[src/rtl/restoring_integer_divider_pkg.sv]
// Shared integer-arithmetic package: divider FSM states and iteration-counter sizing.
package restoring_integer_divider_pkg;

    typedef enum logic [1:0] {IDLE, RUN, DONE} div_state_t;

    localparam int unsigned DivDefaultN = 8;
    localparam int unsigned DivCntW     = $clog2(DivDefaultN);

    // Counter must hold N-1; never narrower than one bit.
    function automatic int unsigned div_cnt_width(input int unsigned n);
        return (n > 1) ? $clog2(n) : 1;
    endfunction

endpackage

[src/rtl/div_sub_stage.sv]
// Combinational restoring-division subtract step: a - {1'b0, b} built as a + ~b + 1.
module div_sub_stage #(
    parameter int unsigned W = 9
) (
    input  logic [W-1:0] a,
    input  logic [W-2:0] b,
    output logic [W-2:0] diff,
    output logic         non_neg
);

    logic [W:0] sum;

    assign sum = {1'b0, a} + {1'b0, 1'b1, ~b} + {{W{1'b0}}, 1'b1};

    // The divider keeps a < 2b, so a set carry already implies a clear result MSB.
    assign non_neg = sum[W] & ~sum[W-1];
    assign diff    = sum[W-2:0];

endmodule

[src/rtl/restoring_integer_divider.sv]
// Sequential N-bit restoring divider, one quotient bit per clock, start/done handshake.
// Define SIGNED_DIV_EN for two's-complement operands (one extra sign-correction cycle).
module restoring_integer_divider
    import restoring_integer_divider_pkg::*;
#(
    parameter int unsigned N = DivDefaultN
) (
    input  logic         clk,
    input  logic         reset_n,
    input  logic         start,
    input  logic [N-1:0] dividend,
    input  logic [N-1:0] divisor,
    output logic         busy,
    output logic         done,
    output logic [N-1:0] quotient,
    output logic [N-1:0] remainder,
    output logic         div_by_zero
);

    localparam int unsigned CntW = div_cnt_width(N);

    div_state_t      state_q, state_d;
    logic [CntW-1:0] cnt_q, cnt_d;
    logic [N-1:0]    r_q, r_d, q_q, q_d, dvs_q, dvs_d;
    logic [N-1:0]    quot_q, quot_d, rem_q, rem_d;
    logic            dbz_q, dbz_d;
    logic [N:0]      r_shift;
    logic [N-1:0]    t_diff;
    logic            t_non_neg;
    logic            accept;
    logic [N-1:0]    dvd_mag, dvs_mag;
`ifdef SIGNED_DIV_EN
    logic            fix_q, fix_d, qneg_q, qneg_d, rneg_q, rneg_d;
`endif

    assign r_shift = {r_q, q_q[N-1]};

    div_sub_stage #(
        .W(N + 1)
    ) u_div_sub_stage (
        .a      (r_shift),
        .b      (dvs_q),
        .diff   (t_diff),
        .non_neg(t_non_neg)
    );

`ifdef SIGNED_DIV_EN
    assign dvd_mag = dividend[N-1] ? -dividend : dividend;
    assign dvs_mag = divisor[N-1] ? -divisor : divisor;
    assign accept  = start && !fix_q;
`else
    assign dvd_mag = dividend;
    assign dvs_mag = divisor;
    assign accept  = start;
`endif

    always_comb begin
        state_d = state_q;
        cnt_d   = cnt_q;
        r_d     = r_q;
        q_d     = q_q;
        dvs_d   = dvs_q;
        quot_d  = quot_q;
        rem_d   = rem_q;
        dbz_d   = dbz_q;
`ifdef SIGNED_DIV_EN
        fix_d   = fix_q;
        qneg_d  = qneg_q;
        rneg_d  = rneg_q;
`endif
        unique case (state_q)
            IDLE, DONE: begin
                if (state_q == DONE) state_d = IDLE;
                if (accept) begin
                    dvs_d   = dvs_mag;
                    q_d     = dvd_mag;
                    r_d     = '0;
                    cnt_d   = CntW'(N - 1);
                    dbz_d   = 1'b0;
                    state_d = RUN;
`ifdef SIGNED_DIV_EN
                    qneg_d  = dividend[N-1] ^ divisor[N-1];
                    rneg_d  = dividend[N-1];
`endif
                    if (divisor == '0) begin
                        quot_d  = '1;
                        rem_d   = dividend;
                        dbz_d   = 1'b1;
                        state_d = DONE;
`ifdef SIGNED_DIV_EN
                        fix_d   = 1'b1;
`endif
                    end
                end
`ifdef SIGNED_DIV_EN
                // First DONE cycle applies the signs; done is only shown afterwards.
                if (fix_q) begin
                    state_d = DONE;
                    fix_d   = 1'b0;
                    if (!dbz_q) begin
                        if (qneg_q) quot_d = -quot_q;
                        if (rneg_q) rem_d = -rem_q;
                    end
                end
`endif
            end
            RUN: begin
                q_d   = {q_q[N-2:0], t_non_neg};
                r_d   = t_non_neg ? t_diff : r_shift[N-1:0];
                cnt_d = cnt_q - CntW'(1);
                if (cnt_q == '0) begin
                    state_d = DONE;
                    cnt_d   = '0;
                    quot_d  = q_d;
                    rem_d   = r_d;
`ifdef SIGNED_DIV_EN
                    fix_d   = 1'b1;
`endif
                end
            end
            default: state_d = IDLE;
        endcase
    end

    always_ff @(posedge clk or negedge reset_n) begin
        if (!reset_n) begin
            state_q <= IDLE;
            cnt_q   <= '0;
            r_q     <= '0;
            q_q     <= '0;
            dvs_q   <= '0;
            quot_q  <= '0;
            rem_q   <= '0;
            dbz_q   <= 1'b0;
`ifdef SIGNED_DIV_EN
            fix_q   <= 1'b0;
            qneg_q  <= 1'b0;
            rneg_q  <= 1'b0;
`endif
        end else begin
            state_q <= state_d;
            cnt_q   <= cnt_d;
            r_q     <= r_d;
            q_q     <= q_d;
            dvs_q   <= dvs_d;
            quot_q  <= quot_d;
            rem_q   <= rem_d;
            dbz_q   <= dbz_d;
`ifdef SIGNED_DIV_EN
            fix_q   <= fix_d;
            qneg_q  <= qneg_d;
            rneg_q  <= rneg_d;
`endif
        end
    end

    assign busy        = (state_q == RUN);
`ifdef SIGNED_DIV_EN
    assign done        = (state_q == DONE) && !fix_q;
`else
    assign done        = (state_q == DONE);
`endif
    assign quotient    = quot_q;
    assign remainder   = rem_q;
    assign div_by_zero = dbz_q;

endmodule

[config.mk]
export PLATFORM = sky130hd
export DESIGN_NAME = restoring_integer_divider
export DESIGN_NICKNAME = d
export VERILOG_FILES = /design/src/rtl/restoring_integer_divider_pkg.sv /design/src/rtl/div_sub_stage.sv /design/src/rtl/restoring_integer_divider.sv
export SDC_FILE = /design/constraint.sdc
export NUM_CORES = 1
export LEC_CHECK = 0
export CAP_MARGIN = 20
export CELL_PAD_IN_SITES_DETAIL_PLACEMENT = 0
export CELL_PAD_IN_SITES_GLOBAL_PLACEMENT = 1
export CORE_MARGIN = 2
export CORE_UTILIZATION = 41
export DETAILED_ROUTE_END_ITERATION = 10
export PLACE_DENSITY = 0.8
export SKIP_LAST_GASP = 1
export SYNTH_ARGS = -nofsm -noshare
export SYNTH_HDL_FRONTEND = slang
export SYNTH_HIERARCHICAL = 1
export SYNTH_SLANG_ARGS = --single-unit
[constraint.sdc]
create_clock -name clk -period 3.33 [get_ports clk]
set_input_delay 0.666 -clock clk [delete_from_list [all_inputs] [get_ports clk]]
set_output_delay 0.666 -clock clk [all_outputs]
set_load 0.02 [all_outputs]
==> run metrics, run 1 <==
Root Buffer clkbuf_8; commonest non-fill, non-tap cell in the layout dfrtp_1; peak supply drop 0.000652 V; Nets 305; largest net degree at the start of global routing 47; RSZ-0062 raised after global routing false; area grow syn2layout 23.3%; number of remaining DRC errors 0; synth warn 6; ys async rst share 100%; CTS buffer count 5; Post-Syn Instances 238; Sink Count 46; drt wl/cell 15.3 microns; Routability Congestion 0.789; Comb pwr share 58.4%; Compound-Gate Fraction of Synth Area 20.1%; simple-gate share of the synthesized area 16.8%; DIE HEIGHT 80.1 microns; Max-slew headroom 39.3%; Clock Power Share 10.4%; P_sw 0.00142 W; total grt overflow 0; initial antenna violation count 0; Core ar. 5540 sq um; Final min period 2800 ps; critical path startpoint category flip-flop; vias per cell 5.42; worst r2r src q_q[7]$_DFFE_PN0P_; P per Cell Area 1130 nW/um^2; CTS tree built; kind of critical path reg -> reg; Worst-Margin Slew 908 ps; Post-DRT Antenna Nets 0; die area 6420 sq um; Rows 27; Clock transition at path regs 90 ps; die width 80.1 microns; Hold Buf Count CTS 0; DRT Pass-1 Iters 4; Sequential Power Share 31.2%; Ports 38; PortBufs 37; Initial Util 42.9%; Synth cell types 39; largest family of logic cells by synthesized area compound AO/OA/AOI/OAI gates; CP max-delay cell fa_1; Max Cap Viol 0; Max Freq 357 MHz; Leakage 1.27 nW; Max Clock Skew 6.83 ps; internal power 0.00191 W; area share of fa/ha/maj cells after synthesis 5.06%; register area share after synthesis 48.5%; CP max FO 10; #FFs+latches synth 46; Mapped Avg Cell Area 9.98 sq um; CP arrival 2990 ps; post-route setup TNS 0 ps; HP Class in -> async; period utilisation layout 84.1%; H-tree depth 2; crit end category flip-flop; CP required 3520 ps; cts repair resizes 0; CTS max path bufs 2; post-CTS setup buffer count 0; dpl cell area 2820 sq um; top_reg_cell synth dfrtp_1; Power Total 0.00332 W; reg2reg end remainder[0]$_DFFE_PN0P_; vias in the first global route 1,814; reg2reg setup slack 530 ps; xor-xnor portion of the synthesized cell area 1.48%; setup violators final 0; Worst Reg-to-Reg Cells 11; share of cells above drive strength 1 11.2%; syn_nets 266; GRT Util Overall 18.4%; CP Cell Sequence inv_1 -> ha_1 -> fa_1 -> nor2b_1 -> o31a_1 -> o211ai_1 -> o311ai_2 -> buf_4 -> mux2i_1 -> nand3_1 -> o221a_2; Final Hold Fails 0; CP peak stage delay 420 ps; final wirelength 5.37 mm; commonest non-fill, non-tap cells in the layout 46 x dfrtp_1, 42 x nand2_1, 36 x clkdlybuf4s50_1; switching share of power 42.6%; DRT iter0 DRCs 115; Mapped Area 2370 sq um; mux cell area share after synthesis 3.37%; DPL Wire Length 3.73 mm; final core utilization 52.9%; Clk Latency, worst-skew pair 300 ps; status finished, final reports clean; first-pass GRT wire length 9.14 mm; Antenna diodes 0; final instance area 2930 sq um; via count 1,898; pins over their slew limit 0; number of synthesized flops with an enable pin 0
worst max-delay path, delay by kind of cell, from the launching register on:
kind,cells,cell delay [ps]
AOI/OAI and AO/OA,4,740
adders and majority gates,2,670
buffers and inverters,2,320
DFF,1,400
muxes,1,270
and+or+nand+nor,2,280
power by group through the flow:
stage	registers (W)	clock network [W]	logic [W]
6_report	0.00104	0.000347	0.00194
2_1_floorplan	0.00112	0	0.00127
5_1_grt	0.00108	0.000383	0.00216
4_1_cts	0.00104	0.000356	0.00195
3_3_place_gp	0.00104	0	0.00192
3_5_place_dp	0.00105	0	0.00194
cell usage after synthesis (all sizes together), types with 4 or more instances:
cell type / n / area, sq um
a21oi: 10 / 50.1
a2bb2oi: 8 / 70.1
a31oi: 8 / 50.1
buf: 4 / 33.8
clkbuf: 8 / 30.0
dfrtp: 46 / 1150
ha: 8 / 100
inv: 13 / 48.8
mux2i: 8 / 80.1
nand2: 42 / 158
nand3: 8 / 40.0
nor2: 15 / 56.3
nor2b: 4 / 32.5
o21a: 4 / 30.0
o21ai: 9 / 45.0
o221a: 8 / 90.1
o2bb2ai: 8 / 70.1
xnor2: 4 / 35.0
state kept, by name (all words and copies together) (netlist names):
name         cells
cnt_q            3
div_by_zero      1
q_q              8
r_q              8
remainder        8
state_q          2
dvs_q            8
quotient         8
how the worst max path moves through the flow:
| stage | from | end | slack, ps | depth (start not counted) |
|---|---|---|---|---|
| 2_1_floorplan | q_q[7]$_DFFE_PN0P_ | remainder[0]$_DFFE_PN0P_ | 580 | 11 |
| 3_3_place_gp | divisor[5] | remainder[1]$_DFFE_PN0P_ | 520 | 4 |
| 3_5_place_dp | divisor[5] | remainder[5]$_DFFE_PN0P_ | 510 | 4 |
| 4_1_cts | dvs_q[1]$_DFFE_PN0P_ | remainder[0]$_DFFE_PN0P_ | 520 | 11 |
| 5_1_grt | q_q[7]$_DFFE_PN0P_ | remainder[2]$_DFFE_PN0P_ | 330 | 11 |
| 6_report | q_q[7]$_DFFE_PN0P_ | remainder[0]$_DFFE_PN0P_ | 530 | 11 |
final cells by class:
type	instances	area [sq um]
inverter	13	48.8
tap	72	90.1
multi-input combinational	167	1120
timing repair buffer	44	430
sequential	46	1150
clock inverter	3	21.3
clock buffer	5	68.8
fill	518	2610
logic make-up (layout without fill, tap and decap cells):
logic type	after synthesis	count (layout)
flip-flops	46	46
adder cells (fa/ha/maj)	9	9
AND/OR/NAND/NOR	83	83
multiplexers	8	8
AO/OA/AOI/OAI	63	63
XOR/XNOR	4	4
buffers and inverters	25	65
per-stage QoR:
stage | hold WS (ps) | std cells | worst slack (ps)
finish | 271 | 350 | 531
global route | 291 | 350 | 332
CTS | 485 | 349 | 520
detailed placement | 464 | 341 | 510
global placement | 460 | 341 | 516
floorplan | 370 | 238 | 583
routing by layer:
metal	global-route usage [%]	part of all wire (%)
met1	26.3	48
met2	28.8	47
met3	3.37	4.4
met4	5.08	1.1
met5	0	0
Power figures use the tool's default switching activity.
==> run 2: changes to the inputs <==
Settings changed: CORE_UTILIZATION 41 to 37, PLACE_DENSITY 0.8 to 0.76.
Clock period 3.33 ns to 2.2 ns, I/O delays scaled along.
==> run metrics, run 2 (synthesis gave the netlist of run 1 again) <==
Ports 38 (unchanged); commonest non-fill, non-tap cells in the layout 48 x buf_4, 46 x dfrtp_1, 42 x nand2_1; H-tree depth 2 (unchanged); first-pass GRT wire length 9.74 mm (+6.6%); vias in the first global route 2,024 (+12%); CP arrival 2770 ps (-220 ps); DIE HEIGHT 84.1 microns (+5.0%); CP Cell Sequence ha_1 -> nor2b_4 -> o31a_1 -> or4_1 -> a31oi_2 -> o311ai_2 -> buf_6 -> mux2i_2 -> nand3_1 -> o221a_2; initial antenna violation count 0 (unchanged); peak supply drop 0.000821 V (+26%); Final min period 2580 ps (-223 ps); Hold Buf Count CTS 0 (unchanged); final core utilization 54.1% (+1.2 points); HP Class in -> async; Max Freq 388 MHz (+8.7%); final wirelength 5.76 mm (+7.2%); Leakage 1.49 nW (+18%); largest net degree at the start of global routing 47 (unchanged); RSZ-0062 raised after global routing true; Max-slew headroom 46.9% (+7.6 points); DRT Pass-1 Iters 6 (+2); status complete, but fails checks; setup violators final 18 (+18); share of cells above drive strength 1 29.3% (+18 points); Initial Util 37.8% (-5.0 points); PortBufs 37 (unchanged); Final Hold Fails 0 (unchanged); CTS max path bufs 2 (unchanged); DPL Wire Length 4.11 mm (+10%); Rows 29 (+7.4%); Nets 348 (+14%); vias per cell 5.14 (-5.2%); total grt overflow 0 (unchanged); Root Buffer clkbuf_8; GRT Util Overall 17.1% (-1.3 points); CTS tree built; DRT iter0 DRCs 109 (-5.2%); final instance area 3400 sq um (+16%); CTS buffer count 5 (unchanged); Clk Latency, worst-skew pair 300 ps (about the same); Max Cap Viol 0 (unchanged); non-filler cells, final 398 (+14%); number of remaining DRC errors 0 (unchanged); period utilisation layout 117% (+33 points); kind of critical path reg -> reg; area grow syn2layout 43.0%; crit end category flip-flop; CP max-delay cell or4_1; failing checks negative setup slack; CP required 2400 ps (-1120 ps); P per Cell Area 1880 nW/um^2 (+66%); drt wl/cell 14.5 microns (-5.7%); Antenna diodes 0 (unchanged); Post-DRT Antenna Nets 0 (unchanged); post-route setup TNS -5620 ps (-5620 ps); CP peak stage delay 420 ps (about the same); Routability Congestion 0.856 (+8.5%); Core ar. 6280 sq um (+13%); Clock transition at path regs 90 ps (about the same); commonest non-fill, non-tap cell in the layout buf_4; Placed Cells 384 (+13%); CP max FO 6 (-4); Power Total 0.00640 W (+93%); die width 84.1 microns (+5.0%); Sink Count 46 (unchanged); Worst-Margin Slew 793 ps (-115 ps); Max Clock Skew 6.19 ps (-0.641 ps); die area 7080 sq um (+10%); Worst Setup Slack, final -376 ps (-907 ps); dpl cell area 3120 sq um (+11%); filler instances 569 (+9.8%); pins over their slew limit 0 (unchanged); via count 2,047 (+7.9%); critical path startpoint category flip-flop
run 2: stage by stage:
step | worst slack, ps | hold slack (ps)
after floorplan | -308 | 144
after global placement | -359 | 459
after detailed placement | -464 | 464
after CTS | -369 | 236
after global routing | -487 | 270
final | -376 | 224
run 2: critical path, delay by kind of cell (launching register included):
kind,cells,cell delay [ps]
AOI/OAI and AO/OA,4,730
and+or+nand+nor,3,660
DFF,1,390
adders and majority gates,1,300
muxes,1,200
buffers and inverters,1,180
run 2: path summary, 6_finish.rpt:
path / from / end / slack, ps / depth (start not counted)
min in group clk: dvs_q[5]$_DFFE_PN0P_ / dvs_q[5]$_DFFE_PN0P_ / 480 / 2
min: reset_n / quotient[7]$_DFFE_PN0P_ / 220 / 2
max: r_q[0]$_DFFE_PN0P_ / remainder[4]$_DFFE_PN0P_ / -380 / 10
max in group asynchronous: reset_n / cnt_q[2]$_DFFE_PN0P_ / 1570 / 2
max reg2reg: r_q[0]$_DFFE_PN0P_ / remainder[4]$_DFFE_PN0P_ / -380 / 10
min reg2reg: dvs_q[5]$_DFFE_PN0P_ / dvs_q[5]$_DFFE_PN0P_ / 480 / 2
run 2: cell type report:
cell class | instances | area [sq um] | area share, %
Multi-Input combinational cell | 167 | 1240 | 36.6
Timing Repair Buffer | 87 | 748 | 22.0
Clock buffer | 6 | 72.6 | 2.14
Clock inverter | 2 | 37.5 | 1.10
Inverter | 13 | 48.8 | 1.44
Tap cell | 77 | 96.3 | 2.84
Sequential cell | 46 | 1150 | 33.9
run 2: repair_timing:
item	4_1_cts	5_1_grt
buffers inserted	3	3
endpoints found under the setup margin	18	18
pin swaps	9	5
gates resized for setup	18	8
run 2: where the power goes:
part | internal (W) | switching, W
logic | 0.00223 | 0.00197
registers | 0.00126 | 0.000294
clock network | 0.000339 | 0.000299
total | 0.00384 | 0.00256
run 2: metal layers:
metal / up-vias / wire length (microns) / share of wire (%) / global-route usage [%]
li1: 1020 / - / - / -
met1: 978 / 2720 / 47 / 22.1
met2: 42 / 2800 / 49 / 29.5
met3: 7 / 176 / 3.1 / 3.17
met4: 0 / 68 / 1.2 / 4.84
met5: - / 0 / 0 / 0
==> run 3: changes to the inputs <==
Settings changed: CTS_BUF_LIST set to sky130_fd_sc_hd__clkbuf_4 sky130_fd_sc_hd__clkbuf_8 sky130_fd_sc_hd__clkbuf_16.
==> run metrics, run 3 (synthesis gave the netlist of run 1 again) <==
status complete, but fails checks; failing checks negative setup slack; GRT Util Overall 17.2% (+0.021 points); commonest non-fill, non-tap cell in the layout buf_4; vias per cell 5.15 (+0.10%); commonest non-fill, non-tap cells in the layout 47 x buf_4, 46 x dfrtp_1, 42 x nand2_1; initial antenna violation count 0 (unchanged); period utilisation layout 117% (about the same); RSZ-0062 raised after global routing true; Clk Latency, worst-skew pair 300 ps (about the same); Hold Buf Count CTS 0 (unchanged); Antenna diodes 0 (unchanged); Final Hold Fails 0 (unchanged); area grow syn2layout 42.7%; CP max FO 6 (unchanged); CP peak stage delay 420 ps (about the same); share of cells above drive strength 1 29.1% (-0.22 points); DIE HEIGHT 84.1 microns (unchanged); CP required 2400 ps (about the same); drt wl/cell 14.4 microns (-0.48%); CP max-delay cell or4_1; P per Cell Area 1870 nW/um^2 (-0.80%); first-pass GRT wire length 9.76 mm (+0.22%); Core ar. 6280 sq um (unchanged); Max Freq 388 MHz (about the same); Ports 38 (unchanged); Final min period 2580 ps (-1.07 ps); Max Cap Viol 0 (unchanged); DRT Pass-1 Iters 4 (-2); via count 2,044 (-0.15%); die area 7080 sq um (unchanged); critical path startpoint category flip-flop; dpl cell area 3120 sq um (unchanged); H-tree depth 2 (unchanged); CTS buffer count 5 (unchanged); Rows 29 (unchanged); vias in the first global route 2,029 (+0.25%); total grt overflow 0 (unchanged); Sink Count 46 (unchanged); worst r2r src r_q[0]$_DFFE_PN0P_; Nets 347 (-0.29%); Leakage 1.49 nW (about the same); number of remaining DRC errors 0 (unchanged); Worst-Margin Slew 798 ps (+4.65 ps); DRT iter0 DRCs 88 (-19%); die width 84.1 microns (unchanged); DPL Wire Length 4.11 mm (unchanged); CP Launch Point r_q[0]$_DFFE_PN0P_; Max-slew headroom 46.6% (-0.31 points); worst slack at placement -464 ps (unchanged); Worst Setup Slack, final -375 ps (+1.07 ps); setup violators final 18 (unchanged); CTS max path bufs 2 (unchanged); crit end category flip-flop; CP arrival 2770 ps (about the same); Reg area 1150 sq um (unchanged); Root Buffer clkbuf_8; Routability Congestion 0.856 (unchanged); Max Clock Skew 6.62 ps (+0.428 ps); filler instances 571 (+0.35%); PortBufs 37 (unchanged); CP Cell Sequence ha_1 -> nor2b_4 -> o31a_1 -> or4_1 -> a31oi_2 -> o311ai_2 -> buf_6 -> mux2i_2 -> nand3_1 -> o221a_2; peak supply drop 0.000818 V (-0.34%); Initial Util 37.8% (unchanged); CTS tree built; area of the multi-input gates 1240 sq um (-0.30%); kind of critical path reg -> reg; pins over their slew limit 0 (unchanged); Post-DRT Antenna Nets 0 (unchanged); final wirelength 5.72 mm (-0.73%); final instance area 3390 sq um (-0.22%); largest net degree at the start of global routing 47 (unchanged); HP Class in -> async; Clock transition at path regs 90 ps (about the same)
[run 3: changes by cell type in the layout (fill, tap and decap cells not counted), sizes merged]
cell  before  now
buf       51   50
[run 3: metal layers]
layer | up-vias | routed length [microns] | GRT usage [%]
li1 | 1013 | - | -
met1 | 981 | 2640 | 22.0
met2 | 43 | 2810 | 29.7
met3 | 7 | 198 | 3.17
met4 | 0 | 68 | 4.84
met5 | - | 0 | 0
[run 3: final cells by class]
type / instances / area share, %
Clock buffer: 6 / 2.25
Inverter: 13 / 1.44
Clock inverter: 2 / 1.11
Sequential cell: 46 / 34.0
Multi-Input combinational cell: 167 / 36.5
Timing Repair Buffer: 86 / 21.9
Tap cell: 77 / 2.84
[run 3: critical path: cells and delay by family, from the launching register on]
kind,cells,cell delay (ps)
DFF,1,390
muxes,1,200
buffers and inverters,1,180
and+or+nand+nor,3,670
AOI/OAI and AO/OA,4,740
adders and majority gates,1,300
[run 3: through the flow]
stage               utilization [%]  total power (W)  TNS, ps  hold WS (ps)  instances
floorplan                         -          0.00366    -3940           144        238
global placement               49.7          0.00503    -5740           459        384
CTS                            53.2          0.00621    -5670           235        395
global route                   54.0          0.00681    -7640           269        397
finish                         54.0          0.00633    -5500           214        397
detailed placement             49.7          0.00510    -7380           464        384
[run 3: final timing paths]
check	to	slack, ps	depth (start not counted)
min	quotient[6]$_DFFE_PN0P_	210	2
max in group asynchronous	cnt_q[2]$_DFFE_PN0P_	1570	2
min in group clk	dvs_q[5]$_DFFE_PN0P_	480	2
max reg2reg	remainder[4]$_DFFE_PN0P_	-380	10
min reg2reg	dvs_q[5]$_DFFE_PN0P_	480	2
max	remainder[4]$_DFFE_PN0P_	-380	10
[run 3: power by group]
part / leakage (nW) / internal (W) / switching, W
Clock: 0.0548 / 0.000352 / 0.000299
Combinational: 0.894 / 0.00219 / 0.00194
Sequential: 0.542 / 0.00126 / 0.000291
Total: 1.49 / 0.00380 / 0.00253
[run 3: what timing repair did]
action	CTS	global route
buffers inserted	3	2
gates resized for setup	18	7
endpoints found under the setup margin	18	18
pin swaps	9	5
